## src/rtl/audio_front_end.sv

```systemverilog
`default_nettype none
// +--------------------------------------------------------------------------+
// | audio_front_end : boxcar decimator, DC removal, 8-bit saturation and      |
// |                   overrun-safe record gating ahead of the sample recorder |
// | Revision 1.0    : initial release                                         |
// +--------------------------------------------------------------------------+
module audio_front_end #(
   parameter int IN_WIDTH    = 12,
   parameter int DECIM_LOG2  = 2,
   parameter int DC_EN       = 1,
   parameter int DC_SHIFT    = 6,
   parameter int MAX_SAMPLES = 18000
) (
   input  logic                clk_in,
   input  logic                rst_in,
   input  logic [IN_WIDTH-1:0] mic_data_in,
   input  logic                mic_valid_in,
   input  logic                record_req_in,
   output logic [7:0]          audio_out,
   output logic                audio_valid_out,
   output logic                record_out,
   output logic                full_out
);
   localparam int C_ACC_W = IN_WIDTH + DECIM_LOG2;
   localparam int C_DC_W  = IN_WIDTH + 1 + DC_SHIFT;
   localparam int C_Y_W   = IN_WIDTH + 2;
   localparam int C_CNT_W = $clog2(MAX_SAMPLES + 1);
   localparam logic [IN_WIDTH:0]        C_HALF    = (IN_WIDTH + 1)'(1) << (IN_WIDTH - 1);
   localparam logic signed [C_Y_W-1:0]  C_SAT_MAX = C_Y_W'(127);
   localparam logic signed [C_Y_W-1:0]  C_SAT_MIN = C_Y_W'(-128);
   localparam logic [C_CNT_W-1:0]       C_CNT_MAX = C_CNT_W'(MAX_SAMPLES);

   logic [C_ACC_W-1:0]         r_acc;
   logic [C_ACC_W-1:0]         w_sum;
   logic [DECIM_LOG2-1:0]      r_phase;
   logic                       w_frame_done;
   logic [IN_WIDTH-1:0]        w_avg;
   logic signed [IN_WIDTH:0]   w_centered;
   logic signed [IN_WIDTH:0]   r_s1_centered;
   logic                       r_s1_valid;
   logic signed [IN_WIDTH:0]   w_dc;
   logic signed [C_Y_W-1:0]    w_y;
   logic signed [C_Y_W-1:0]    w_y_sh;
   logic [7:0]                 w_sat;
   logic [7:0]                 r_audio;
   logic                       r_audio_valid;
   logic [C_CNT_W-1:0]         r_count;
   logic [C_CNT_W-1:0]         w_count_next;
   logic                       w_count_inc;
   logic                       w_count_last;
   logic                       r_record;
   logic                       r_full;

   // The sample arriving with the frame's final strobe is folded into w_sum.
   assign w_sum        = r_acc + C_ACC_W'(mic_data_in);
   assign w_frame_done = mic_valid_in && (&r_phase);
   assign w_avg        = w_sum[C_ACC_W-1:DECIM_LOG2];
   assign w_centered   = {1'b0, w_avg} - C_HALF;

   always_ff @(posedge clk_in or negedge rst_in) begin
      if (!rst_in) begin
         r_acc   <= '0;
         r_phase <= '0;
      end else if (mic_valid_in) begin
         r_phase <= r_phase + DECIM_LOG2'(1);
         r_acc   <= w_frame_done ? '0 : w_sum;
      end
   end

   always_ff @(posedge clk_in or negedge rst_in) begin
      if (!rst_in) begin
         r_s1_valid    <= 1'b0;
         r_s1_centered <= '0;
      end else begin
         r_s1_valid <= w_frame_done;
         if (w_frame_done)
            r_s1_centered <= w_centered;
      end
   end

   generate
      if (DC_EN != 0) begin : g_dc_on
         logic signed [C_DC_W-1:0] r_dc_acc;
         always_ff @(posedge clk_in or negedge rst_in) begin
            if (!rst_in)
               r_dc_acc <= '0;
            else if (r_s1_valid)
               r_dc_acc <= r_dc_acc + C_DC_W'(w_y);
         end
         // Dropping the low DC_SHIFT bits is the arithmetic shift; the result fits IN_WIDTH+1.
         assign w_dc = r_dc_acc[C_DC_W-1:DC_SHIFT];
      end else begin : g_dc_off
         assign w_dc = '0;
      end
   endgenerate

   assign w_y    = C_Y_W'(r_s1_centered) - C_Y_W'(w_dc);
   assign w_y_sh = w_y >>> (IN_WIDTH - 8);

   always_comb begin
      w_sat = w_y_sh[7:0];
      if (w_y_sh > C_SAT_MAX)
         w_sat = 8'h7F;
      else if (w_y_sh < C_SAT_MIN)
         w_sat = 8'h80;
   end

   always_ff @(posedge clk_in or negedge rst_in) begin
      if (!rst_in) begin
         r_audio       <= '0;
         r_audio_valid <= 1'b0;
      end else begin
         r_audio_valid <= r_s1_valid;
         if (r_s1_valid)
            r_audio <= w_sat;
      end
   end

   // record_out is already low once full, so the counter stops at MAX_SAMPLES.
   assign w_count_inc  = r_audio_valid && r_record;
   assign w_count_next = r_count + C_CNT_W'(1);
   assign w_count_last = w_count_inc && (w_count_next == C_CNT_MAX);

   always_ff @(posedge clk_in or negedge rst_in) begin
      if (!rst_in) begin
         r_count  <= '0;
         r_full   <= 1'b0;
         r_record <= 1'b0;
      end else begin
         if (w_count_inc)
            r_count <= w_count_next;
         if (w_count_last)
            r_full <= 1'b1;
         r_record <= record_req_in && !r_full && !w_count_last;
      end
   end

   assign audio_out       = r_audio;
   assign audio_valid_out = r_audio_valid;
   assign record_out      = r_record;
   assign full_out        = r_full;
endmodule
`default_nettype wire

```

## config.mk

```make
export PLATFORM = sky130hd
export DESIGN_NAME = audio_front_end
export DESIGN_NICKNAME = d
export VERILOG_FILES = /design/src/rtl/audio_front_end.sv
export SDC_FILE = /design/constraint.sdc
export NUM_CORES = 1
export LEC_CHECK = 0
export CORE_UTILIZATION = 53
export CTS_BUF_LIST = sky130_fd_sc_hd__clkbuf_16
export DETAILED_ROUTE_END_ITERATION = 10
export PLACE_DENSITY = 0.72
export SETUP_SLACK_MARGIN = 0.1
export SLEW_MARGIN = 15
export SYNTH_ARGS = -nofsm -noshare
export SYNTH_HDL_FRONTEND = slang
export SYNTH_SLANG_ARGS = --single-unit
```

## constraint.sdc

```tcl
create_clock -name clk_in -period 7.5 [get_ports clk_in]
set_input_delay 1.5 -clock clk_in [delete_from_list [all_inputs] [get_ports clk_in]]
set_output_delay 1.5 -clock clk_in [all_outputs]
set_load 0.1 [all_outputs]
```

==> insert_results.sql, run 1 <==
INSERT INTO impl_metrics (metric_group, metric, value, unit) VALUES
('status', 'run_status', 'complete, no violations', ''),
('floorplanning', 'die_height', '102.7', 'microns'),
('logic_synthesis', 'synthTopCellsByArea', 'dfrtp_1 34%, ha_1 11%, xnor2_1 5.2%', ''),
('timing', 'fin_crit', '4.340', 'ns'),
('run', 'maxCapViolations', '0', ''),
('timing', 'tightest_slew_margin_relative_to_the_limit', '34.41', '%'),
('timing', 'worst_slew_pin_slew', '0.9808', 'ns'),
('finish', 'filler_cell_count', '880', ''),
('timing', 'timing.final.setup_violations', '0', ''),
('clocking', 'postCtsSetupBuffers', '0', ''),
('global_routing', 'first_global_vias', '4348', ''),
('logic_synthesis', 'ys_seq_elements', '74', ''),
('clocking', 'cts_sinks', '74', ''),
('floorplanning', 'chipWidth', '102.7', 'microns'),
('logic_synthesis', 'edff_count_synth', '0', ''),
('finish', 'layout_net_count', '680', ''),
('timing', 'rsz0062_at_grt', 'false', ''),
('logic_synthesis', 'ys_types', '69', ''),
('finish', 'final_cell_mix', '74 x dfrtp_1, 47 x inv_1, 47 x ha_1, 44 x nand2_1, 41 x a21oi_1', ''),
('finish', 'mostFrequentLayoutCell', 'dfrtp_1', ''),
('critical_path', 'critical_path.startpoint_type', 'flop', ''),
('timing', 'clock_skew', '0.008596', 'ns'),
('placed_design', 'instance_area_at_placement', '5727', 'sq um'),
('global_routing', 'antenna_found_initial', '0', ''),
('detailed_routing', 'dr.first_iter.drc_count', '248', ''),
('clocking', 'cts_resized', '0', ''),
('timing', 'fin_tns_setup', '0', 'ns'),
('placed_design', 'place_hpwl', '8.744', 'mm'),
('detailed_routing', 'vias_per_cell', '5.959', ''),
('timing', 'hold_violations', '0', ''),
('critical_path', 'criticalPathCategory', 'reg -> reg', ''),
('clocking', 'clock_tree.root_cell', 'clkbuf_16', ''),
('logic_synthesis', 'synth.net_count', '661', ''),
('finish', 'final_design_area_no_fill', '6053', 'sq um'),
('clocking', 'ctsHtreeMaxLevel', '3', ''),
('detailed_routing', 'drc', '0', ''),
('logic_synthesis', 'dominantRegCellSynth', 'dfrtp_1', ''),
('timing', 'finalHoldWorstSlack', '0.4889', 'ns'),
('clocking', 'clk_transition_reported_paths', '0.06', 'ns'),
('placed_design', 'gp_congestion', '0.9375', ''),
('finish', 'drive_gt1_share', '6.785', '%'),
('logic_synthesis', 'netlist.area_leader.share', '34.43', '%'),
('floorplanning', 'die_area', '10560', 'sq um'),
('logic_synthesis', 'synth_async_sr_flop_share', '100.0', '%'),
('finish', 'area_growth', '12.54', '%'),
('global_routing', 'grt_max_degree', '75', ''),
('critical_path', 'timing.critical_path.required', '7.77', 'ns'),
('timing', 'fmax', '0.2304', 'GHz'),
('placed_design', 'io_buffer_count', '26', ''),
('logic_synthesis', 'synth-warning-count', '0', ''),
('detailed_routing', 'via_count', '4481', ''),
('global_routing', 'global_route.overflow_total', '0', ''),
('timing', 'slew_violations', '0', ''),
('clocking', 'cts_buffers', '9', ''),
('logic_synthesis', 'synth_top_cell_by_area', 'dfrtp_1', ''),
('clocking', 'clkLatencyLatePin', '0.34', 'ns'),
('hold_path', 'min-delay-path-class', 'reg -> reg', ''),
('logic_synthesis', 'netlist_area', '5379', 'sq um'),
('global_routing', 'wire_length_of_the_first_global_routing_pass', '20.29', 'mm'),
('floorplanning', 'floorplan.core_area', '9819', 'sq um'),
('floorplanning', 'floorplan.initialDensity', '54.78', '%'),
('clocking', 'cts-root-to-sink-buffers', '2', ''),
('critical_path', 'crit_end_category', 'flop', ''),
('finish', 'n_antenna_cell', '0', ''),
('critical_path', 'worstPathArrival', '4.61', 'ns'),
('logic_synthesis', 'postSynthCellCount', '595', ''),
('global_routing', 'grt.total_usage', '24.90', '%'),
('floorplanning', 'core.rowCount', '36', ''),
('floorplanning', 'design.portCount', '27', ''),
('detailed_routing', 'detail_route.first_pass.iterations', '4', ''),
('detailed_routing', 'drt_wl_total', '11.97', 'mm'),
('clocking', 'cts_tree', 'built', ''),
('critical_path', 'crit_fanout', '20', ''),
('timing', 'portion_of_the_clock_cycle_consumed_by_the_worst_path_in_the_final_layout', '57.86', '%'),
('clocking', 'holdBufCountCts', '0', ''),
('detailed_routing', 'final_antenna_net_count', '0', ''),
('detailed_routing', 'route.detailed.wl_per_inst', '15.91', 'microns'),
('logic_synthesis', 'register_area_share_after_synthesis', '34.43', '%'),
('logic_synthesis', 'syn_area_per_cell', '9.040', 'sq um');
[cell usage after synthesis (5+ instances only)]
cell and instances:
o21ai_1 9, nor2b_1 5, a21o_1 13, o31ai_1 13
clkbuf_1 15, nand2b_1 7, nor3_1 16, o21ai_0 22
mux2_2 7, nand3_1 16, a21oi_1 41, dfrtp_1 74
o22ai_1 12, xnor2_1 32, inv_1 47, a22oi_1 5
ha_1 47, o21a_1 10, o31ai_2 5, nor2_1 37
xor2_1 13, nand4_1 12, nor4_1 5, mux2i_1 5
nand2_1 44, a211oi_1 6
[routing by layer]
layer	share of wire, %	track usage [%]
met1	46	32.34
met2	48	41.18
met3	3.5	5.153
met4	2.1	8.992
met5	0	0
[registers in the layout, summed over array words and instances (netlist names)]
name              flops
audio_out             8
audio_valid_out       1
full_out              1
g_dc_on.r_dc_acc     19
r_acc                14
r_count              15
r_phase               2
r_s1_centered        12
r_s1_valid            1
record_out            1
[kinds of logic after synthesis]
| group | share of synthesized area (%) |
|---|---|
| adder cells (fa/ha/maj) | 12.05 |
| flip-flops | 34.43 |
| multiplexers | 2.396 |
| AO/OA/AOI/OAI | 23.42 |
| AND/OR/NAND/NOR | 15.47 |
| XOR/XNOR | 7.327 |
| buffers and inverters | 4.908 |
[through the flow]
stage / setup slack [ns] / instances / util [%]
2_1_floorplan: 3.847 / 595 / -
3_3_place_gp: 3.400 / 736 / 58.32
3_5_place_dp: 3.214 / 736 / 58.32
4_1_cts: 3.194 / 752 / 61.65
5_1_grt: 2.758 / 752 / 61.65
6_report: 3.160 / 752 / 61.65
[worst max-delay path, cell delays in order (launching register included)]
cell	delay (ns)
dfrtp_1	0.39
inv_1	0.07
ha_1	0.41
o21ai_1	0.14
a211o_1	0.33
o31ai_1	0.36
and2_1	0.60
inv_2	0.16
ha_1	0.36
a21o_1	0.17
a211oi_1	0.44
nand2_1	0.11
nor3_1	0.14
nor2_1	0.09
or4_1	0.41
nand4_1	0.11
[worst paths after layout]
kind,start,to,slack (ns),cells after the start
max,g_dc_on.r_dc_acc[11],g_dc_on.r_dc_acc[18],3.16,15
min,audio_out[5],audio_out[5],0.49,2
max reg2reg,g_dc_on.r_dc_acc[11],g_dc_on.r_dc_acc[18],3.16,15
min reg2reg,audio_out[5],audio_out[5],0.49,2
max in group asynchronous,rst_in,r_s1_centered[9],5.58,1
min in group asynchronous,rst_in,r_count[4],1.32,1
[final cells by class]
type,instances,area (sq um),share of cell area [%]
multi-input cells,454,3263,53.91
flip-flops and latches,74,1852,30.59
repair buffers,27,265.3,4.382
clock buffers,9,225.2,3.721
inverters,48,180.2,2.976
well taps,133,166.4,2.749
clock inverters,7,101.3,1.674
Power of run 1 is left out: the tool's default activity adds up to more than one toggle a clock period on the data nets, which glitch-free logic cannot reach.
==> run 2, diff against run 1 <==
--- a/config.mk
+++ b/config.mk
@@ -8,7 +8,7 @@
 export CORE_UTILIZATION = 53
 export CTS_BUF_LIST = sky130_fd_sc_hd__clkbuf_16
 export DETAILED_ROUTE_END_ITERATION = 10
-export PLACE_DENSITY = 0.72
+export PLACE_DENSITY = 0.74
 export SETUP_SLACK_MARGIN = 0.1
 export SLEW_MARGIN = 15
 export SYNTH_ARGS = -nofsm -noshare
==> constraint.sdc (replaced) <==
create_clock -name clk_in -period 3.9 [get_ports clk_in]
set_input_delay 0.78 -clock clk_in [delete_from_list [all_inputs] [get_ports clk_in]]
set_output_delay 0.78 -clock clk_in [all_outputs]
set_load 0.1 [all_outputs]
==> run 2 against run 1 <==
Compared with the run above:
- worst setup slack worse by 2.9 ns
- cell count grew 1.3%
- count of clock-buffer cells in the layout unchanged
- die area unchanged
- first-iteration DRC count decreased by 27%
- core utilization up 1.7 points
- critical path depth stayed put
- routed wire length is 3.2% higher
- clock skew is 0.0025 ns higher
- largest cell class unchanged
- highest routed layer unchanged
==> insert_results.sql, run 2 (same netlist as run 1, synthesis figures left out) <==
INSERT INTO impl_metrics (metric_group, metric, value, unit) VALUES
('status', 'run_status', 'complete, no violations', ''),
('timing', 'timing.final.setup_violations', '0', ''),
('floorplanning', 'die_area', '10560', 'sq um'),
('hold_path', 'holdPathEnd', 'r_phase[0]', ''),
('critical_path', 'crit_fanout', '6', ''),
('critical_path', 'timing.critical_path.required', '4.18', 'ns'),
('detailed_routing', 'drt_wl_total', '12.35', 'mm'),
('floorplanning', 'design.portCount', '27', ''),
('placed_design', 'io_buffer_count', '26', ''),
('detailed_routing', 'dr.first_iter.drc_count', '180', ''),
('global_routing', 'grt_max_degree', '75', ''),
('floorplanning', 'chipWidth', '102.7', 'microns'),
('detailed_routing', 'detail_route.first_pass.iterations', '4', ''),
('global_routing', 'antenna_found_initial', '0', ''),
('critical_path', 'critical_path.startpoint_type', 'flop', ''),
('finish', 'final_cell_mix', '74 x dfrtp_1, 47 x inv_1, 44 x nand2_1, 43 x ha_1, 39 x a21oi_1', ''),
('floorplanning', 'floorplan.initialDensity', '54.78', '%'),
('global_routing', 'grt.total_usage', '25.05', '%'),
('finish', 'layout_net_count', '690', ''),
('critical_path', 'regToRegStartpoint', 'r_s1_centered[0]', ''),
('floorplanning', 'die_height', '102.7', 'microns'),
('timing', 'worst_slew_pin_slew', '0.9792', 'ns'),
('finish', 'n_antenna_cell', '0', ''),
('critical_path', 'criticalPathCategory', 'reg -> reg', ''),
('global_routing', 'wire_length_of_the_first_global_routing_pass', '20.58', 'mm'),
('timing', 'clock_skew', '0.01105', 'ns'),
('placed_design', 'gp_congestion', '0.9075', ''),
('detailed_routing', 'final_antenna_net_count', '0', ''),
('global_routing', 'global_route.overflow_total', '0', ''),
('critical_path', 'reg2reg_depth', '15', ''),
('clocking', 'cts_tree', 'built', ''),
('hold_path', 'origin_of_the_worst_min_delay_path', 'r_phase[0]', ''),
('critical_path', 'r2r_setup_slack', '0.21', 'ns'),
('detailed_routing', 'drc', '0', ''),
('finish', 'largest_registers', 'g_dc_on.r_dc_acc (19), r_count (15), r_acc (14)', ''),
('finish', 'drive_gt1_share', '11.45', '%'),
('floorplanning', 'core.rowCount', '36', ''),
('hold_path', 'worst_hold_stages', '1', ''),
('hold_path', 'min-delay-path-class', 'reg -> reg', ''),
('clocking', 'ctsHtreeMaxLevel', '3', ''),
('clocking', 'clock_tree.root_cell', 'clkbuf_16', ''),
('timing', 'portion_of_the_clock_cycle_consumed_by_the_worst_path_in_the_final_layout', '94.58', '%'),
('clocking', 'cts_sinks', '74', ''),
('timing', 'slew_violations', '0', ''),
('finish', 'largest_register', 'g_dc_on.r_dc_acc', ''),
('detailed_routing', 'route.detailed.wl_per_inst', '16.21', 'microns'),
('clocking', 'cts-root-to-sink-buffers', '2', ''),
('detailed_routing', 'vias_per_cell', '5.942', ''),
('timing', 'fin_tns_setup', '0', 'ns'),
('timing', 'rsz0062_at_grt', 'true', ''),
('critical_path', 'worstPathArrival', '3.97', 'ns'),
('clocking', 'clk_transition_reported_paths', '0.07', 'ns'),
('finish', 'area_growth', '15.68', '%'),
('detailed_routing', 'via_count', '4528', ''),
('critical_path', 'crit_end_category', 'flop', ''),
('finish', 'mostFrequentLayoutCell', 'dfrtp_1', ''),
('clocking', 'cts_buffers', '9', ''),
('timing', 'fmax', '0.2711', 'GHz'),
('critical_path', 'crit-reg2reg-capture', 'g_dc_on.r_dc_acc[18]', ''),
('timing', 'fin_crit', '3.689', 'ns'),
('floorplanning', 'floorplan.core_area', '9819', 'sq um'),
('timing', 'hold_violations', '0', ''),
('clocking', 'clkLatencyLatePin', '0.34', 'ns'),
('placed_design', 'place_hpwl', '8.730', 'mm'),
('global_routing', 'first_global_vias', '4530', ''),
('timing', 'tightest_slew_margin_relative_to_the_limit', '34.51', '%'),
('run', 'maxCapViolations', '0', ''),
('finish', 'largest_reg_flops', '19', ''),
('clocking', 'holdBufCountCts', '0', '');
## run 2: cell types whose count changed in the layout (fill, tap and decap cells not counted), moves of 2 or more
cell | previous run | this run
buf_4 | 2 | 12
ha_1 | 47 | 43
a211oi_1 | 6 | 3
a211oi_2 | 2 | 5
ha_2 | 0 | 3
o31ai_4 | 0 | 3
a21oi_1 | 41 | 39
a21oi_2 | 3 | 5
clkinv_2 | 0 | 2
o31ai_1 | 13 | 11
## run 2: critical path, cell delays in order, from the launching register on
cell	delay, ns
dfrtp_1	0.39
inv_1	0.08
ha_2	0.20
fa_2	0.22
nand2b_4	0.14
a21oi_2	0.08
o311ai_4	0.32
a21oi_2	0.13
or4_4	0.50
and2_1	0.20
ha_4	0.25
or3_1	0.37
a21boi_2	0.13
nor2_1	0.07
or4_1	0.43
nand4_1	0.11
## run 2: final cells by class
type                            count  area (sq um)
Fill cell                         849          3597
Inverter                           48         180.2
Clock inverter                      7         68.82
Sequential cell                    74          1852
Multi-Input combinational cell    454          3390
Clock buffer                        9         225.2
Timing Repair Buffer               37         340.3
Tap cell                          133         166.4
## run 2: what timing repair did
| item | CTS | global route |
|---|---|---|
| setup buffers | 0 | 4 |
| endpoints found under the hold margin | 0 | 0 |
| pin swaps | 0 | 9 |
| gates resized for setup | 5 | 21 |
| setup endpoints to repair | 5 | 7 |
## run 2: worst max path at each step
stage,slack [ns],startpoint,depth (start not counted),endpoint
2_1_floorplan,0.25,g_dc_on.r_dc_acc[7],18,g_dc_on.r_dc_acc[18]
3_3_place_gp,0.02,g_dc_on.r_dc_acc[6],15,g_dc_on.r_dc_acc[14]
3_5_place_dp,-0.04,r_s1_centered[0],16,g_dc_on.r_dc_acc[14]
4_1_cts,0.08,r_s1_centered[0],16,g_dc_on.r_dc_acc[14]
5_1_grt,0.05,g_dc_on.r_dc_acc[11],14,g_dc_on.r_dc_acc[14]
6_report,0.21,r_s1_centered[0],15,g_dc_on.r_dc_acc[18]
## run 2: metal layers
layer  vias to the layer above  part of all wire [%]  track usage, %
met5                         -                     0               0
met4                         0                   1.9           9.967
met3                        23                   2.9           4.407
met2                        77                    50           43.95
met1                      2202                    45           30.57
li1                       2226                     -               -
## run 2: through the flow
step / worst slack (ns) / hold slack, ns / cell area (sq um) / util [%] / instances
floorplan: 0.2471 / 0.3519 / 5379 / - / 595
global placement: 0.01725 / 0.4616 / 5772 / 58.78 / 742
detailed placement: -0.04152 / 0.4702 / 5772 / 58.78 / 742
CTS: 0.08024 / 0.4819 / 6087 / 61.99 / 758
global route: 0.04828 / 0.4999 / 6222 / 63.37 / 762
finish: 0.2113 / 0.4733 / 6222 / 63.37 / 762
Power of run 2 is left out for the same reason.
